## src/rtl/pmu_mc.sv

```systemverilog
// -----------------------------------------------------------------------------
// pmu_mc -- serial configuration frame receiver and per-chain distributor.
//
// Receives an LSB-first bitstream (qualified by en_i) made of one header word
// followed by N payload words, each optionally followed by a CRC-8 field
// (x^8+x^2+x+1, init 0, MSB-first on the wire). Every accepted payload word is
// re-serialized onto the selected configuration chain as WORD_W consecutive
// strobe cycles.
//
// Ports:
//   tck_i          sole clock, rising edge
//   rst_i          synchronous active-high reset
//   data_i         serial input bit, LSB first, valid when en_i=1
//   en_i           bit-valid qualifier; low pauses reception
//   checksum_en_i  CRC mode select, sampled on the first header bit
//   progclk_o      per-chain shift strobe, one pulse per delivered bit
//   data_o         per-chain serial data, valid with the matching strobe
//   data_ccff_i    per-chain readback tails
//   data_ccff_o    readback tail of the active chain, registered
//   flag_o_fpga    configuration complete (to fabric)
//   flag_o_jtag    frame finished, good or bad (to JTAG)
//   err_o          sticky error: CRC mismatch or illegal channel
// -----------------------------------------------------------------------------
module pmu_mc #(
  parameter int WORD_W = 64,
  parameter int CRC_W  = 8,
  parameter int NUM_CH = 4,
  parameter int CNT_W  = 16
) (
  input  logic              tck_i,
  input  logic              rst_i,
  input  logic              data_i,
  input  logic              en_i,
  input  logic              checksum_en_i,
  output logic [NUM_CH-1:0] progclk_o,
  output logic [NUM_CH-1:0] data_o,
  input  logic [NUM_CH-1:0] data_ccff_i,
  output logic              data_ccff_o,
  output logic              flag_o_fpga,
  output logic              flag_o_jtag,
  output logic              err_o
);

  localparam int CH_W  = (NUM_CH > 1) ? $clog2(NUM_CH) : 1;
  localparam int BIT_W = $clog2(WORD_W + CRC_W + 1);
  localparam int SER_W = $clog2(WORD_W + 1);

  localparam logic [CRC_W-1:0] CRC_POLY   = CRC_W'(8'h07);
  localparam logic [BIT_W-1:0] DATA_BITS  = BIT_W'(WORD_W);
  localparam logic [BIT_W-1:0] LAST_PLAIN = BIT_W'(WORD_W - 1);
  localparam logic [BIT_W-1:0] LAST_CRC   = BIT_W'(WORD_W + CRC_W - 1);
  localparam logic [SER_W-1:0] SER_LOAD   = SER_W'(WORD_W);

  typedef enum logic [2:0] {
    S_IDLE,
    S_HEADER,
    S_PAYLOAD,
    S_DRAIN,
    S_DONE,
    S_ERROR
  } state_e;

  state_e              state_q,      state_d;
  logic [BIT_W-1:0]    bit_cnt_q,    bit_cnt_d;
  logic [WORD_W-1:0]   shift_q,      shift_d;
  logic [CRC_W-1:0]    crc_q,        crc_d;
  logic [CRC_W-1:0]    rx_crc_q,     rx_crc_d;
  logic                crc_mode_q,   crc_mode_d;
  logic [CNT_W-1:0]    words_left_q, words_left_d;
  logic [CH_W-1:0]     ch_q,         ch_d;
  logic [WORD_W-1:0]   buf_q,        buf_d;
  logic [SER_W-1:0]    ser_cnt_q,    ser_cnt_d;
  logic [NUM_CH-1:0]   progclk_q,    progclk_d;
  logic [NUM_CH-1:0]   data_q,       data_d;
  logic                ccff_q,       ccff_d;
  logic                fpga_q,       fpga_d;
  logic                jtag_q,       jtag_d;
  logic                err_q,        err_d;

  // Receive-side decode of the current input bit.
  logic              rx_active;
  logic              crc_mode;
  logic              in_data;
  logic              word_end;
  logic              crc_fb;
  logic              crc_ok;
  logic [CRC_W-1:0]  rx_crc_full;
  logic [WORD_W-1:0] word;
  logic [CNT_W-1:0]  hdr_n;
  logic [7:0]        hdr_ch;

  assign rx_active   = en_i && (state_q inside {S_IDLE, S_HEADER, S_PAYLOAD});
  // The first header bit arrives while still in IDLE, before the mode is latched.
  assign crc_mode    = (state_q == S_IDLE) ? checksum_en_i : crc_mode_q;
  assign in_data     = (bit_cnt_q < DATA_BITS);
  assign word_end    = rx_active && (bit_cnt_q == (crc_mode ? LAST_CRC : LAST_PLAIN));
  assign crc_fb      = crc_q[CRC_W-1] ^ data_i;
  assign rx_crc_full = {rx_crc_q[CRC_W-2:0], data_i};
  // On a CRC word the final bit is a CRC bit, so the data CRC is already final.
  assign crc_ok      = !crc_mode || (rx_crc_full == crc_q);
  // Complete word including the bit arriving this cycle (if it is a data bit).
  assign word        = in_data ? {data_i, shift_q[WORD_W-1:1]} : shift_q;
  assign hdr_n       = word[CNT_W-1:0];
  assign hdr_ch      = word[CNT_W+7:CNT_W];

  always_comb begin
    // NOTE: every *_d gets a default first so no path can infer a latch.
    state_d      = state_q;
    bit_cnt_d    = bit_cnt_q;
    shift_d      = shift_q;
    crc_d        = crc_q;
    rx_crc_d     = rx_crc_q;
    crc_mode_d   = crc_mode_q;
    words_left_d = words_left_q;
    ch_d         = ch_q;
    buf_d        = buf_q;
    ser_cnt_d    = ser_cnt_q;
    progclk_d    = '0;
    data_d       = '0;
    ccff_d       = data_ccff_i[ch_q];
    fpga_d       = fpga_q;
    jtag_d       = jtag_q;
    err_d        = err_q;

    // Receive datapath: data bits shift in from the top so bit 0 ends at [0];
    // the CRC tail is collected MSB-first for comparison at word end.
    if (rx_active) begin
      if (in_data) begin
        shift_d = word;
        crc_d   = {crc_q[CRC_W-2:0], 1'b0} ^ (crc_fb ? CRC_POLY : '0);
      end else begin
        rx_crc_d = rx_crc_full;
      end
      if (word_end) begin
        bit_cnt_d = '0;
        crc_d     = '0;
        rx_crc_d  = '0;
      end else begin
        bit_cnt_d = bit_cnt_q + BIT_W'(1);
      end
    end

    // Output serializer runs regardless of en_i or FSM state. A reload on the
    // same edge as the last bit gives back-to-back words with no gap.
    if (ser_cnt_q != '0) begin
      progclk_d[ch_q] = 1'b1;
      data_d[ch_q]    = buf_q[0];
      buf_d           = buf_q >> 1;
      ser_cnt_d       = ser_cnt_q - SER_W'(1);
    end

    case (state_q)
      S_IDLE: begin
        if (en_i) begin
          state_d    = S_HEADER;
          crc_mode_d = checksum_en_i;
          fpga_d     = 1'b0;
          jtag_d     = 1'b0;
        end
      end
      S_HEADER: begin
        if (word_end) begin
          if (!crc_ok || (int'(hdr_ch) >= NUM_CH)) begin
            state_d = S_ERROR;
            err_d   = 1'b1;
            jtag_d  = 1'b1;
            fpga_d  = 1'b0;
          end else begin
            ch_d         = hdr_ch[CH_W-1:0];
            words_left_d = hdr_n;
            if (hdr_n == '0) begin
              state_d = S_DONE;
              fpga_d  = 1'b1;
              jtag_d  = 1'b1;
            end else begin
              state_d = S_PAYLOAD;
            end
          end
        end
      end
      S_PAYLOAD: begin
        if (word_end) begin
          if (!crc_ok) begin
            // Bad word is dropped; any word already shifting still completes.
            state_d = S_ERROR;
            err_d   = 1'b1;
            jtag_d  = 1'b1;
            fpga_d  = 1'b0;
          end else begin
            buf_d        = word;
            ser_cnt_d    = SER_LOAD;
            words_left_d = words_left_q - CNT_W'(1);
            if (words_left_q == CNT_W'(1)) state_d = S_DRAIN;
          end
        end
      end
      S_DRAIN: begin
        // Counter hits zero on the cycle the last strobe is visible.
        if (ser_cnt_q == '0) begin
          state_d = S_DONE;
          fpga_d  = 1'b1;
          jtag_d  = 1'b1;
        end
      end
      S_DONE, S_ERROR: begin
        if (!en_i) state_d = S_IDLE;
      end
      default: state_d = S_IDLE;
    endcase
  end

  // NOTE: sequential state uses non-blocking assignments only, so every flop
  // samples the pre-edge value of every other flop.
  always_ff @(posedge tck_i) begin
    if (rst_i) begin
      state_q      <= S_IDLE;
      bit_cnt_q    <= '0;
      shift_q      <= '0;
      crc_q        <= '0;
      rx_crc_q     <= '0;
      crc_mode_q   <= 1'b0;
      words_left_q <= '0;
      ch_q         <= '0;
      // NOTE: the word buffer is cleared on reset so an aborted word can never
      // leak onto a chain after reset.
      buf_q        <= '0;
      ser_cnt_q    <= '0;
      progclk_q    <= '0;
      data_q       <= '0;
      ccff_q       <= 1'b0;
      fpga_q       <= 1'b0;
      jtag_q       <= 1'b0;
      err_q        <= 1'b0;
    end else begin
      state_q      <= state_d;
      bit_cnt_q    <= bit_cnt_d;
      shift_q      <= shift_d;
      crc_q        <= crc_d;
      rx_crc_q     <= rx_crc_d;
      crc_mode_q   <= crc_mode_d;
      words_left_q <= words_left_d;
      ch_q         <= ch_d;
      buf_q        <= buf_d;
      ser_cnt_q    <= ser_cnt_d;
      progclk_q    <= progclk_d;
      data_q       <= data_d;
      ccff_q       <= ccff_d;
      fpga_q       <= fpga_d;
      jtag_q       <= jtag_d;
      err_q        <= err_d;
    end
  end

  assign progclk_o   = progclk_q;
  assign data_o      = data_q;
  assign data_ccff_o = ccff_q;
  assign flag_o_fpga = fpga_q;
  assign flag_o_jtag = jtag_q;
  assign err_o       = err_q;

endmodule
```

## config.mk

```make
export PLATFORM = sky130hd
export DESIGN_NAME = pmu_mc
export DESIGN_NICKNAME = d
export VERILOG_FILES = /design/src/rtl/pmu_mc.sv
export SDC_FILE = /design/constraint.sdc
export NUM_CORES = 1
export LEC_CHECK = 0
export BUFFER_PORTS_ARGS = -buffer_cell sky130_fd_sc_hd__buf_2
export CORE_AREA = 2 2 137 173
export DETAILED_ROUTE_END_ITERATION = 10
export DIE_AREA = 0 0 139 175
export PLACE_DENSITY_LB_ADDON = 0.12
export SLEW_MARGIN = 5
export SYNTH_ARGS = -nofsm -noshare
export SYNTH_HDL_FRONTEND = slang
export SYNTH_SLANG_ARGS = --single-unit
export TNS_END_PERCENT = 100
```

## constraint.sdc

```tcl
create_clock -name tck_i -period 3.15 [get_ports tck_i]
set_input_delay 0 -clock tck_i [delete_from_list [all_inputs] [get_ports tck_i]]
set_output_delay 0 -clock tck_i [all_outputs]
set_load 0.005 [all_outputs]
```

Word level (Yosys, flattened, before mapping)
Index checks and enable logic that the tools add are counted.
{"block": "op_classes", "n_addsub": 3, "n_lt_le_gt_ge": 4, "eq_ne": 20, "mux": 52, "n_bitwise": 5, "reduce_logical": 26}
{"operator": "$mux W64", "n": 5}
{"operator": "$mux W16", "n": 4}
{"operator": "$mux W7", "n": 8}
{"operator": "$pmux W16 S2", "n": 1}
{"operator": "$mux W3", "n": 10}
{"operator": "$eq A16 B1 Y1 const B", "n": 1}
{"operator": "$logic_not A16 Y1", "n": 1}
{"operator": "$mux W1", "n": 16}
{"operator": "$mux W8", "n": 2}
{"operator": "$ne A2 B2 Y1 const B", "n": 8}
{"operator": "$sub A16 B1 Y16 const B", "n": 1}
{"operator": "$pmux W3 S5", "n": 1}
{"operator": "$reduce_and A5 Y1", "n": 2}
{"operator": "$eq A8 B8 Y1", "n": 1}
{"operator": "$ge A8 B3 Y1 const B", "n": 1}
{"operator": "$pmux W1 S4", "n": 2}
{"operator": "$reduce_and A2 Y1", "n": 4}
{"operator": "$xor A8 B3 Y8", "n": 1}
{"operator": "$add A7 B1 Y7 const B", "n": 1}
{"operator": "$eq A7 B7 Y1", "n": 1}
{"operator": "$logic_not A7 Y1", "n": 1}
{"operator": "$lt A7 B7 Y1 const B", "n": 1}
{"operator": "$reduce_and A7 Y1", "n": 1}
{"operator": "$reduce_bool A7 Y1", "n": 1}
{"operator": "other kinds (25)", "n": 35}
{"block": "word_totals", "regBits": 191, "input_bits": 9, "elab_cells": 126}

Depth between registers and ports, before layout
Gate-level depths: netlist of run 1.
{"block": "logic_depth", "ltp_word": 9, "depth_mapped": 10, "ltp_nobuf": 8}

Least setup slack after synthesis of run 1
Ideal clock, no wire load.
{"block": "synth_path", "path_kind": "flip-flop to flip-flop", "start": "register state_q[0]", "end": "register buf_q[56]", "setup_ns": 0.137, "arrival_ns": 1.867, "setup_slack_ns": 1.146, "stages_incl_launch_ff": 9, "path_buffers": 2, "cell_sequence": "dfxtp_1 or4b_1 and3_1 o21ai_2 nor3_4 buf_2 buf_6 a211oi_2 a211oi_2"}
{"block": "synth_via", "elab_chain_len": 7}
{"item": "start, declared", "line": "63", "text": "state_e state_q, state_d;"}
{"item": "start signal, assigned", "line": "235", "text": "state_q <= state_d;"}
{"item": "$logic_not A3 Y1", "line": "92, 94"}
{"item": "$mux W1", "line": "94", "text": "assign crc_mode = (state_q == S_IDLE) ? checksum_en_i : crc_mode_q;"}
{"item": "$mux W7 / $logic_not A1 Y1 (equally long branches)", "line": "96, 100"}
{"item": "$eq A7 B7 Y1 / $logic_or A1 B1 Y1 (equally long branches)", "line": "96, 100"}
{"item": "$logic_and A1 B1 Y1 / $mux W64 (equally long branches)", "line": "96, 183"}
{"item": "$mux W64", "line": "182", "text": "if (word_end) begin"}
{"item": "$mux W64 (*)", "line": "152", "text": "case (state_q)"}
{"item": "end signal, assigned", "line": "243", "text": "buf_q <= buf_d;"}
{"item": "end, declared", "line": "71", "text": "logic [WORD_W-1:0] buf_q, buf_d;"}
Every way passes the cells marked *; elsewhere a longest branch is shown, timed or not.
A chain may end at the register's enable or synchronous reset.

Final worst setup path of run 1
{"block": "layout_path", "start": "register shift_q[2]", "end": "register fpga_q, in the netlist flag_o_fpga"}
{"block": "layout_via", "elab_chain_len": 4}
{"item": "start, declared", "line": "65", "text": "logic [WORD_W-1:0] shift_q, shift_d;"}
{"item": "start signal, assigned", "line": "237", "text": "shift_q <= shift_d;"}
{"item": "$mux W64", "line": "102", "text": "assign word = in_data ? {data_i, shift_q[WORD_W-1:1]} : shift_q;"}
{"item": "$logic_not A16 Y1", "line": "171", "text": "if (hdr_n == '0) begin"}
{"item": "$ne A3 B1 Y1 (no line)"}
{"item": "$reduce_and A7 Y1 (no line)"}
{"item": "end signal, assigned", "line": "248", "text": "fpga_q <= fpga_d;"}
{"item": "end, declared", "line": "76", "text": "logic fpga_q, fpga_d;"}
No other way between the ends.

==> results of run 1 <==
==> timing repair <==
| item | 4_1_cts | 5_1_grt |
|---|---|---|
| endpoints found under the hold margin | 5 | 0 |
| endpoints found under the setup margin | 0 | 0 |
| resized for setup | 0 | 0 |
| hold buffers | 5 | 0 |
==> metal layers <==
| metal | GRT usage (%) | up-vias |
|---|---|---|
| li1 | - | 3694 |
| met1 | 21.60 | 3303 |
| met2 | 27.91 | 72 |
| met3 | 2.439 | 22 |
| met4 | 5.513 | 0 |
| met5 | 0 | - |
==> critical path, cell delays in order (launching register included) <==
cell,delay [ns]
sky130_fd_sc_hd__dfxtp_1,0.36
sky130_fd_sc_hd__nor4_1,0.59
sky130_fd_sc_hd__nand4_1,0.14
sky130_fd_sc_hd__or4_1,0.49
sky130_fd_sc_hd__o2bb2ai_1,0.16
sky130_fd_sc_hd__a21oi_1,0.27
sky130_fd_sc_hd__mux2_2,0.36
==> report_power, final <==
part           internal [mW]  switching [mW]  total (mW)
combinational          0.216           0.681       0.897
sequential              2.47          0.0392        2.51
clock                   1.21           0.931        2.15
total                   3.90            1.65        5.55
==> placed cells by master (no fill, tap or decap), types with 17 or more instances in the layout <==
| cell type | instances |
|---|---|
| sky130_fd_sc_hd__nor3_1 | 17 |
| sky130_fd_sc_hd__dfxtp_1 | 190 |
| sky130_fd_sc_hd__clkbuf_16 | 17 |
| sky130_fd_sc_hd__o21ai_0 | 24 |
| sky130_fd_sc_hd__a21oi_1 | 102 |
| sky130_fd_sc_hd__mux2i_1 | 77 |
| sky130_fd_sc_hd__nor2_1 | 54 |
| sky130_fd_sc_hd__nor2b_1 | 62 |
| sky130_fd_sc_hd__a211oi_1 | 114 |
| sky130_fd_sc_hd__nand2_1 | 180 |
| sky130_fd_sc_hd__buf_2 | 19 |
==> metrics by stage <==
stage	utilization [%]	total power, mW	hold WS, ns
after global routing	43.61	5.827	0.1140
after detailed placement	40.85	3.467	0.2763
final	43.61	5.550	0.1278
after global placement	40.85	3.471	0.2683
after floorplan	-	3.280	0.1360
after CTS	43.61	5.633	0.09879
==> sequential cells by signal (all words and copies together) (netlist names) <==
name          flops
flag_o_jtag       1
words_left_q     16
progclk_o         4
buf_q            64
rx_crc_q          7
bit_cnt_q         7
data_ccff_o       1
data_o            4
ser_cnt_q         7
ch_q              2
flag_o_fpga       1
err_o             1
shift_q          64
crc_mode_q        1
crc_q             8
state_q           3
==> worst paths after layout <==
path	startpoint	to	slack, ns	cells after the start
hold reg to reg	buf_q[63]$_SDFF_PP0_	buf_q[63]$_SDFF_PP0_	0.46	2
setup / recovery	shift_q[2]$_SDFFE_PP0P_	flag_o_fpga$_SDFFE_PP0P_	0.67	6
setup reg to reg	shift_q[2]$_SDFFE_PP0P_	flag_o_fpga$_SDFFE_PP0P_	0.67	6
hold / removal	rst_i	data_ccff_o$_SDFF_PP0_	0.13	3
==> cell families after synthesis <==
kind of cell | Yosys count | synth area share, %
flops | 191 | 42.81
compound gates | 283 | 21.28
xor+xnor | 20 | 1.961
simple gates | 373 | 19.67
mux | 83 | 9.512
fa+ha+maj | 4 | 0.5604
buf+inv | 89 | 4.203
==> layout make-up <==
class / instances / area, um2 / share of cell area [%]
Clock inverter: 9 / 108.9 / 1.102
Clock buffer: 23 / 467.9 / 4.737
Tap cell: 288 / 360.3 / 3.647
Timing Repair Buffer: 41 / 335.3 / 3.394
Multi-Input combinational cell: 763 / 4750 / 48.07
Inverter: 8 / 30.03 / 0.3040
Sequential cell: 191 / 3827 / 38.74
==> parameters.txt, run 1 <==
Parameter                              Value

Synth
  Share of the yosys chip area belonging to registers    42.81%
  Area leader, netlist    sky130_fd_sc_hd__dfxtp_1
  Register bit total from synthesis    approximately 190
  Count of flip-flops with a built-in enable after synthesis    0
  Top post-synthesis cells by count    191 x sky130_fd_sc_hd__dfxtp_1, 180 x sky130_fd_sc_hd__nand2_1, 114 x sky130_fd_sc_hd__a211oi_1
  Count of mapped cells out of synthesis    about 1000
  Leading register cell type out of synthesis    sky130_fd_sc_hd__dfxtp_1
  Post-synth top area share    between 40 and 50%
  Syn. warnings    0
  Cells taking the most area after synthesis    sky130_fd_sc_hd__dfxtp_1 43%, sky130_fd_sc_hd__a211oi_1 9.6%, sky130_fd_sc_hd__mux2i_1 8.6%, sky130_fd_sc_hd__nand2_1 7.6%, sky130_fd_sc_hd__a21oi_1 5.7%
  Leading cell type by number of instances after synthesis    sky130_fd_sc_hd__dfxtp_1
  Share of async-settable or async-resettable flops after synthesis    0%
  Syn Area/Cell    8.563 um2
  Library cells used by synthesis    59
  Post-synthesis instance area    roughly 9000 um2
  Synthesized netlist net count    1056

Cells and area
  Final std cell area, no fill    about 10000 um2
  Fill cells    2315
  Synth-to-layout area growth    10.62%
  Antenna diodes    0
  Proportion of layout cells with a drive suffix above 1    approximately 9%
  Non-filler cells, final    1323
  NumNets Final    approximately 1000

Drt
  Detailed-route via count    7091
  Remaining DRCs    0
  Antenna Nets Post-Route    0
  Detail-routed net length per standard cell    14.84 um
  Via-to-Cell Ratio    5.360
  Met3 wire length    392 um
  DRC violation total after the first TritonRoute iteration    389
  Met2 routed wirelength    a little over 9000 um
  Detailed-route wire length on metal 1    9594 um
  Uppermost metal layer occupied by signal nets    met4
  Number of optimization iterations in the first detailed-route pass    4
  DRT Wirelength    19630 um

Setup path
  Signal arrival time at the worst endpoint    2.80 ns
  Maximum net fanout on the critical path    5
  Setup Crit Path Kind    flop to flop
  Endpoint kind of the worst setup timing path    flop
  Required arrival time at the worst endpoint    3.47 ns
  Setup crit start kind    flop

STA
  Actual transition at the worst max-transition pin    roughly 0.81 ns
  Peak Freq    0.4032 GHz
  Post-Route Skew    0.009997 ns
  Worst slew slack as a fraction of its limit    46.26%
  Hold Violations, Final    0
  Final clock period utilization by the worst path    78.74%
  Slew Limit Fails    0
  RSZ-0062 raised after global routing    no
  Count of final setup violators    0
  Setup TNS    0 ns
  Final critical delay including setup and external delays    between 2 and 2.5 ns
  Final setup margin    0.6698 ns

Clocking
  Worst-case clock buffer depth    2
  Total number of H-tree levels    4
  Count of buffers added by post-CTS timing repair for setup    0
  Latest clock arrival within the worst-skew pair    0.43 ns
  Clock-pin slew on the worst setup and hold paths    roughly 0.070 ns
  Number of clock buffers inserted by TritonCTS    17
  CTS tree    done
  CTS root buffer    sky130_fd_sc_hd__clkbuf_16
  Clk sinks    ~190

Placed design
  Setup WS pre-CTS    around 0.71 ns
  Cell total after placement    1286
  Post-placement cell area    9253 um2
  Total of buffers placed on input and output ports    20
  Post-detailed-placement half-perimeter wirelength    11830 um
  Routability congestion estimate    ~0.79

Floorplan
  Vertical die dimension    175 um
  Starting utilization of the core area    between 30 and 40%
  Placeable Area    roughly 23000 um2
  Boundary pin count    21
  Std-Cell Rows    62
  Die area    ~24000 um2
  Die extent in x    139 um

Pwr
  Power density over the cells    561.7 nW/um2
  Lkg Pwr    between 3 and 4 nW
  Peak supply drop    0.0004018 V

Run status
  Status    complete, no violations

Worst hold path
  Tightest Hold Check Type    input pin to flop

Job
  Max capacitance violation total    0

GRT
  Pin count of the biggest net entering global routing    between 150 and 200
  Via count of the first global-routing pass    ~6800
  Aggregate global routing overflow    0
  Global-route usage over all layers    16.49%
  Number of antenna violations at the first check in global routing    0
  First-pass GRT wire length    33680 um
Note: power is estimated with default switching activity, not from simulation.
==> run 2: changes to the inputs <==
clock period = 2.1 ns   (was 3.15 ns; I/O delays follow)
==> run 2 against run 1 <==
Compared with the run above: largest power group unchanged; worst hold slack improved by 0.29 ns; sequential share of layout area decreased by 3.4 points; critical path type unchanged; utilization grew 4.2 points; flip-flop and latch count unchanged; wire length is 4.7% higher.
==> parameters.txt, run 2 (same netlist as run 1, synthesis figures left out) <==
Parameter                              Value

Setup path
  Signal arrival time at the worst endpoint    2.40 ns (-0.40 ns)
  Logic depth of the worst path, buffers included    8 (+2)
  Crit-path cells    or4b_4 > and3_1 > o21ai_2 > nor3_4 > buf_12 > buf_12 > a211oi_1 > a211oi_1
  Worst Reg-to-Reg Cells    8 (+2)
  Maximum net fanout on the critical path    21 (+16)
  Endpoint kind of the worst setup timing path    flop
  Setup Crit Path Kind    flop to flop
  Max incr delay on CP    0.54 ns (-0.05 ns)
  Master of the slowest instance on the critical path    sky130_fd_sc_hd__or4b_4
  Kind of cell with the highest combined delay on the critical path    simple AND/OR/NAND/NOR gates
  Setup crit start kind    flop
  Buffering stage count on the worst path with inverters included    2 (+2)
  Required arrival time at the worst endpoint    2.41 ns (-1.06 ns)

Drt
  Via-to-Cell Ratio    5.303 (-1.1%)
  Detailed-route via count    7377 (+4.0%)
  DRT Wirelength    20550 um (+4.7%)
  DRC violation total after the first TritonRoute iteration    375 (-3.6%)
  Number of optimization iterations in the first detailed-route pass    4 (unchanged)
  Detail-routed net length per standard cell    14.77 um (-0.42%)
  Remaining DRCs    0 (unchanged)
  Antenna Nets Post-Route    0 (unchanged)

Run status
  Status    complete, no violations

Clocking
  Number of clock buffers inserted by TritonCTS    17 (unchanged)
  CTS root buffer    sky130_fd_sc_hd__clkbuf_16
  Latest clock arrival within the worst-skew pair    0.44 ns (about the same)
  Worst-case clock buffer depth    2 (unchanged)
  Clk sinks    191 (unchanged)
  Clock-pin slew on the worst setup and hold paths    0.07 ns (about the same)
  Total number of H-tree levels    4 (unchanged)
  CTS tree    done

GRT
  Aggregate global routing overflow    0 (unchanged)
  Number of antenna violations at the first check in global routing    0 (unchanged)
  Global-route usage over all layers    17.11% (+0.62 points)
  Via count of the first global-routing pass    7049 (+4.1%)
  Pin count of the biggest net entering global routing    74 (-54%)
  First-pass GRT wire length    34720 um (+3.1%)

Floorplan
  Vertical die dimension    175 um (unchanged)
  Die area    24330 um2 (unchanged)
  Die extent in x    139 um (unchanged)
  Placeable Area    22650 um2 (unchanged)
  Starting utilization of the core area    39.43% (unchanged)
  Boundary pin count    21 (unchanged)
  Std-Cell Rows    62 (unchanged)

Cells and area
  NumNets Final    1103 (+6.6%)
  Share of the core filled with cells    47.81% (+4.2 points)
  Most common cell after layout, fill and taps aside    sky130_fd_sc_hd__dfxtp_1
  Synth-to-layout area growth    21.27%
  Highest-count cells in the layout ignoring fill and taps    189 x sky130_fd_sc_hd__dfxtp_1, 179 x sky130_fd_sc_hd__nand2_1, 100 x sky130_fd_sc_hd__a21oi_1
  Biggest regs    buf_q (64), shift_q (64), words_left_q (16)
  Proportion of layout cells with a drive suffix above 1    20.13% (+11 points)
  Non-filler cells, final    1391 (+5.1%)
  Antenna diodes    0 (unchanged)

STA
  Slew Limit Fails    0 (unchanged)
  Hold Violations, Final    0 (unchanged)
  Worst slew slack as a fraction of its limit    61.07% (+15 points)
  Final critical delay including setup and external delays    2.092 ns (-0.3879 ns)
  RSZ-0062 raised after global routing    yes
  Worst hold-check slack    0.4185 ns (+0.2907 ns)
  Actual transition at the worst max-transition pin    0.5839 ns (-0.2222 ns)
  Post-Route Skew    0.01217 ns (+0.002168 ns)
  Peak Freq    0.4779 GHz (+19%)
  Setup TNS    0 ns (unchanged)
  Final clock period utilization by the worst path    99.64% (+21 points)
  Count of final setup violators    0 (unchanged)

Placed design
  Post-detailed-placement half-perimeter wirelength    13110 um (+11%)
  Cell total after placement    1351 (+5.1%)
  Total of buffers placed on input and output ports    20 (unchanged)
  Routability congestion estimate    0.7510 (-5.5%)

Pwr
  Switching power total    2.816 mW (+71%)
  Net switching fraction of the power    32.30% (+2.5 points)
  Power density over the cells    805.1 nW/um2 (+43%)
  Fraction of power consumed by the clock network    37.8% (-0.9 points)
  Internal    5.903 mW (+51%)
  Relative contribution of combinational cells to total power    19.1% (+2.9 points)
  Lkg Pwr    3.584 nW (+15%)
  Sequential Power Share    43.1% (-2.1 points)
  Peak supply drop    0.0005766 V (+44%)

Worst hold path
  Tightest Hold Check Type    input pin to flop
  Instance count along the most critical hold path    4 (+1)

Job
  Max capacitance violation total    0 (unchanged)
==> run 2: cell count changes in the layout (fill, tap and decap cells not counted), sizes merged <==
cell / before / now
inv: 7 / 15
clkinv: 7 / 6
dlygate4sd3: 5 / 7
clkbuf: 23 / 17
bufinv: 2 / 1
buf: 36 / 102
==> run 2: final timing paths <==
check	start	end	slack [ns]
min	data_i	shift_q[63]$_SDFFE_PP0P_	0.42
max	state_q[0]$_SDFFE_PP0P_	buf_q[10]$_SDFF_PP0_	0.008
min reg2reg	words_left_q[10]$_SDFFE_PP0P_	words_left_q[10]$_SDFFE_PP0P_	0.47
max reg2reg	state_q[0]$_SDFFE_PP0P_	buf_q[10]$_SDFF_PP0_	0.008
==> run 2: tightest hold or removal path: stages <==
cell	delay (ns)
sky130_fd_sc_hd__dlygate4sd3_1	0.53
sky130_fd_sc_hd__buf_2	0.16
sky130_fd_sc_hd__nand2_1	0.06
sky130_fd_sc_hd__a21oi_1	0.05
==> run 2: metal layers <==
layer	wire length (um)	up-vias	track usage (%)
met3	453	15	2.932
li1	-	3818	-
met1	10070	3472	22.56
met2	9793	72	28.72
met5	0	-	0
met4	231	0	5.261
==> run 2: power by group through the flow <==
stage / Sequential (mW) / Combinational, mW / Clock (mW)
2_1_floorplan: 3.83 / 1.09 / 0
3_3_place_gp: 3.84 / 1.53 / 0
3_5_place_dp: 3.84 / 1.52 / 0
4_1_cts: 3.76 / 1.55 / 3.41
5_1_grt: 3.77 / 1.84 / 3.54
6_report: 3.76 / 1.66 / 3.30
==> run 2: timing repair <==
item	CTS	global route
gates resized for setup	12	52
endpoints found under the setup margin	23	83
buffers inserted	0	1
hold buffers	7	0
pin swaps	1	10
endpoints found under the hold margin	12	0
==> run 2: area by class of cell <==
cell class	instances	area (um2)
fill	2220	11820
multi-input combinational	763	5045
sequential	191	3829
timing repair buffer	109	967.2
clock buffer	17	425.4
tap	288	360.3
clock inverter	15	170.2
inverter	8	33.78
==> run 2: per-stage QoR <==
step                instance area [um2]  power, mW  worst slack, ns
finish                            10830      8.719         0.007628
global route                      10830      9.149         -0.09664
CTS                               10580      8.715        -0.002649
detailed placement                 9853      5.356         -0.05475
global placement                   9853      5.369         -0.06639
floorplan                          8931      4.920          0.09576
==> run 3: changes to the inputs <==
CORE_AREA = 2 2 109 217   (was 2 2 137 173)
DIE_AREA = 0 0 111 219   (was 0 0 139 175)
HOLD_SLACK_MARGIN = 0.1   (was default)
==> run 3 against run 2 <==
Compared with the run above: register-to-register slack worse by 0.07 ns; total power grew 2.6%; critical path depth is 1 lower; sequential share of layout area down 0.14 points; flip-flop and latch count did not move; via count increased by 0.94%; the flow now finishes with violations (negative setup slack); first-iteration DRC count decreased by 24%; die area hardly changed; worst hold slack worse by 0.0090 ns; clock skew decreased by 0.0032 ns.
==> parameters.txt, run 3 (same netlist as run 1, synthesis figures left out) <==
Parameter                              Value

Run status
  Status    finished, violations left
  Violations in the final reports    negative setup slack

Cells and area
  Non-filler cells, final    1399 (+0.58%)
  Highest-count cells in the layout ignoring fill and taps    188 x sky130_fd_sc_hd__dfxtp_1, 180 x sky130_fd_sc_hd__nand2_1, 113 x sky130_fd_sc_hd__a211oi_1
  Final std cell area, no fill    10880 um2 (+0.43%)
  Proportion of layout cells with a drive suffix above 1    17.69% (-2.4 points)
  NumNets Final    1119 (+1.5%)
  Antenna diodes    0 (unchanged)
  Most common cell after layout, fill and taps aside    sky130_fd_sc_hd__dfxtp_1
  Synth-to-layout area growth    21.79%
  Biggest regs    buf_q (64), shift_q (64), words_left_q (16)

Clocking
  Latest clock arrival within the worst-skew pair    0.45 ns (about the same)
  Total number of H-tree levels    4 (unchanged)
  Number of clock buffers inserted by TritonCTS    17 (unchanged)
  Clk sinks    191 (unchanged)
  CTS tree    done
  CTS root buffer    sky130_fd_sc_hd__clkbuf_16
  Clock-pin slew on the worst setup and hold paths    0.07 ns (about the same)
  Worst-case clock buffer depth    2 (unchanged)

Setup path
  Maximum net fanout on the critical path    3 (-86%)
  Origin of the critical flop-to-flop path    shift_q[8]$_SDFFE_PP0P_
  Signal arrival time at the worst endpoint    2.50 ns (+0.10 ns)
  Reg2reg setup slack    -0.07 ns (-0.07 ns)
  Setup crit start kind    flop
  Endpoint kind of the worst setup timing path    flop
  Worst Reg-to-Reg Cells    7 (-1)
  Setup Crit Path Kind    flop to flop
  Required arrival time at the worst endpoint    2.44 ns (+0.03 ns)
  Reg2reg end    flag_o_fpga$_SDFFE_PP0P_

Drt
  DRC violation total after the first TritonRoute iteration    286 (-24%)
  Met3 wire length    460 um (+1.5%)
  DRT Wirelength    21790 um (+6.0%)
  Detail-routed net length per standard cell    15.58 um (+5.4%)
  Antenna Nets Post-Route    0 (unchanged)
  Detailed-route via count    7446 (+0.94%)
  Via-to-Cell Ratio    5.322 (+0.36%)
  Detailed-route wire length on metal 1    8932 um (-11%)
  Met2 routed wirelength    11930 um (+22%)
  Remaining DRCs    0 (unchanged)
  Number of optimization iterations in the first detailed-route pass    4 (unchanged)
  Uppermost metal layer occupied by signal nets    met4

Floorplan
  Starting utilization of the core area    39.62% (+0.19 points)
  Std-Cell Rows    78 (+26%)
  Vertical die dimension    219 um (+25%)
  Placeable Area    22540 um2 (-0.48%)
  Die area    24310 um2 (about the same)
  Boundary pin count    21 (unchanged)
  Die extent in x    111 um (-20%)

STA
  Peak Freq    0.4617 GHz (-3.4%)
  Final clock period utilization by the worst path    103.1% (+3.5 points)
  Final setup margin    -0.06597 ns (-0.07360 ns)
  Final critical delay including setup and external delays    2.166 ns (+0.07360 ns)
  RSZ-0062 raised after global routing    yes
  Hold Violations, Final    0 (unchanged)
  Actual transition at the worst max-transition pin    0.6761 ns (+0.09224 ns)
  Count of final setup violators    48 (+48)
  Post-Route Skew    0.008918 ns (-0.003247 ns)
  Worst slew slack as a fraction of its limit    54.92% (-6.1 points)
  Slew Limit Fails    0 (unchanged)

GRT
  Global-route usage over all layers    18.46% (+1.3 points)
  Aggregate global routing overflow    0 (unchanged)
  Number of antenna violations at the first check in global routing    0 (unchanged)
  Via count of the first global-routing pass    7436 (+5.5%)
  Pin count of the biggest net entering global routing    74 (unchanged)
  First-pass GRT wire length    36430 um (+4.9%)

Worst hold path
  Min-Delay Endpoint    crc_mode_q$_SDFFE_PP0P_
  Tightest Hold Check Type    input pin to flop
  Instance count along the most critical hold path    4 (unchanged)
  Start point of the worst min-delay path    checksum_en_i

Placed design
  Routability congestion estimate    0.7881 (+4.9%)
  Cell total after placement    1356 (+0.37%)
  Post-placement cell area    9970 um2 (+1.2%)
  Post-detailed-placement half-perimeter wirelength    14120 um (+7.7%)
  Total of buffers placed on input and output ports    20 (unchanged)

Job
  Max capacitance violation total    0 (unchanged)

Pwr
  Peak supply drop    0.0005233 V (-9.2%)
  Power density over the cells    822.8 nW/um2 (+2.2%)
  Lkg Pwr    3.658 nW (+2.1%)
run 3: how the worst max path moves through the flow:
stage / end / start / slack [ns]
floorplan: buf_q[56]$_SDFF_PP0_ / state_q[0]$_SDFFE_PP0P_ / 0.1
global placement: flag_o_fpga$_SDFFE_PP0P_ / shift_q[2]$_SDFFE_PP0P_ / -0.16
detailed placement: flag_o_fpga$_SDFFE_PP0P_ / shift_q[2]$_SDFFE_PP0P_ / -0.12
CTS: buf_q[30]$_SDFF_PP0_ / state_q[2]$_SDFFE_PP0P_ / -0.08
global route: buf_q[34]$_SDFF_PP0_ / state_q[2]$_SDFFE_PP0P_ / -0.20
finish: flag_o_fpga$_SDFFE_PP0P_ / shift_q[8]$_SDFFE_PP0P_ / -0.07
run 3: worst max-delay path, cell delays in order (launching register included):
cell	delay, ns
sky130_fd_sc_hd__dfxtp_2	0.33
sky130_fd_sc_hd__nor4_2	0.26
sky130_fd_sc_hd__buf_4	0.15
sky130_fd_sc_hd__nand4_1	0.13
sky130_fd_sc_hd__or4_4	0.55
sky130_fd_sc_hd__o2bb2ai_4	0.15
sky130_fd_sc_hd__a21oi_4	0.18
sky130_fd_sc_hd__mux2_4	0.31
run 3: power breakdown:
group	switching [mW]	internal, mW
clock network	1.47	1.78
logic	1.17	0.781
registers	0.0484	3.70
run 3: timing repair:
action                                  CTS  global route
endpoints found under the setup margin   66            85
buffers inserted                          1             1
resized for setup                        12            14
pin swaps                                 7             6
hold buffers                              6             0
hold endpoints to repair                 28             0
cloned                                    3             0
run 3: metrics by stage:
step	setup WS (ns)	util (%)	hold slack [ns]	power, mW	TNS [ns]
after floorplan	0.09576	-	0.1360	4.920	0
after global placement	-0.1584	44.22	0.3121	5.769	-1.328
after detailed placement	-0.1162	44.22	0.3218	5.766	-2.779
after CTS	-0.08275	47.77	0.3944	9.071	-1.500
after global routing	-0.1952	48.25	0.4222	9.385	-8.628
final	-0.06597	48.25	0.4095	8.949	-1.307
run 3: area by class of cell:
cell class	count	area (um2)
clock buffers	21	481.7
clock inverters	11	106.4
fillers	2195	11670
inverters	8	30.03
multi-input cells	763	4860
flip-flops and latches	191	3830
well taps	280	350.3
repair buffers	125	1219
run 3: metal layers:
layer,track usage [%],vias to the layer above
met3,3.618,33
li1,-,3848
met1,19.68,3485
met5,0,-
met4,6.750,0
met2,35.56,80
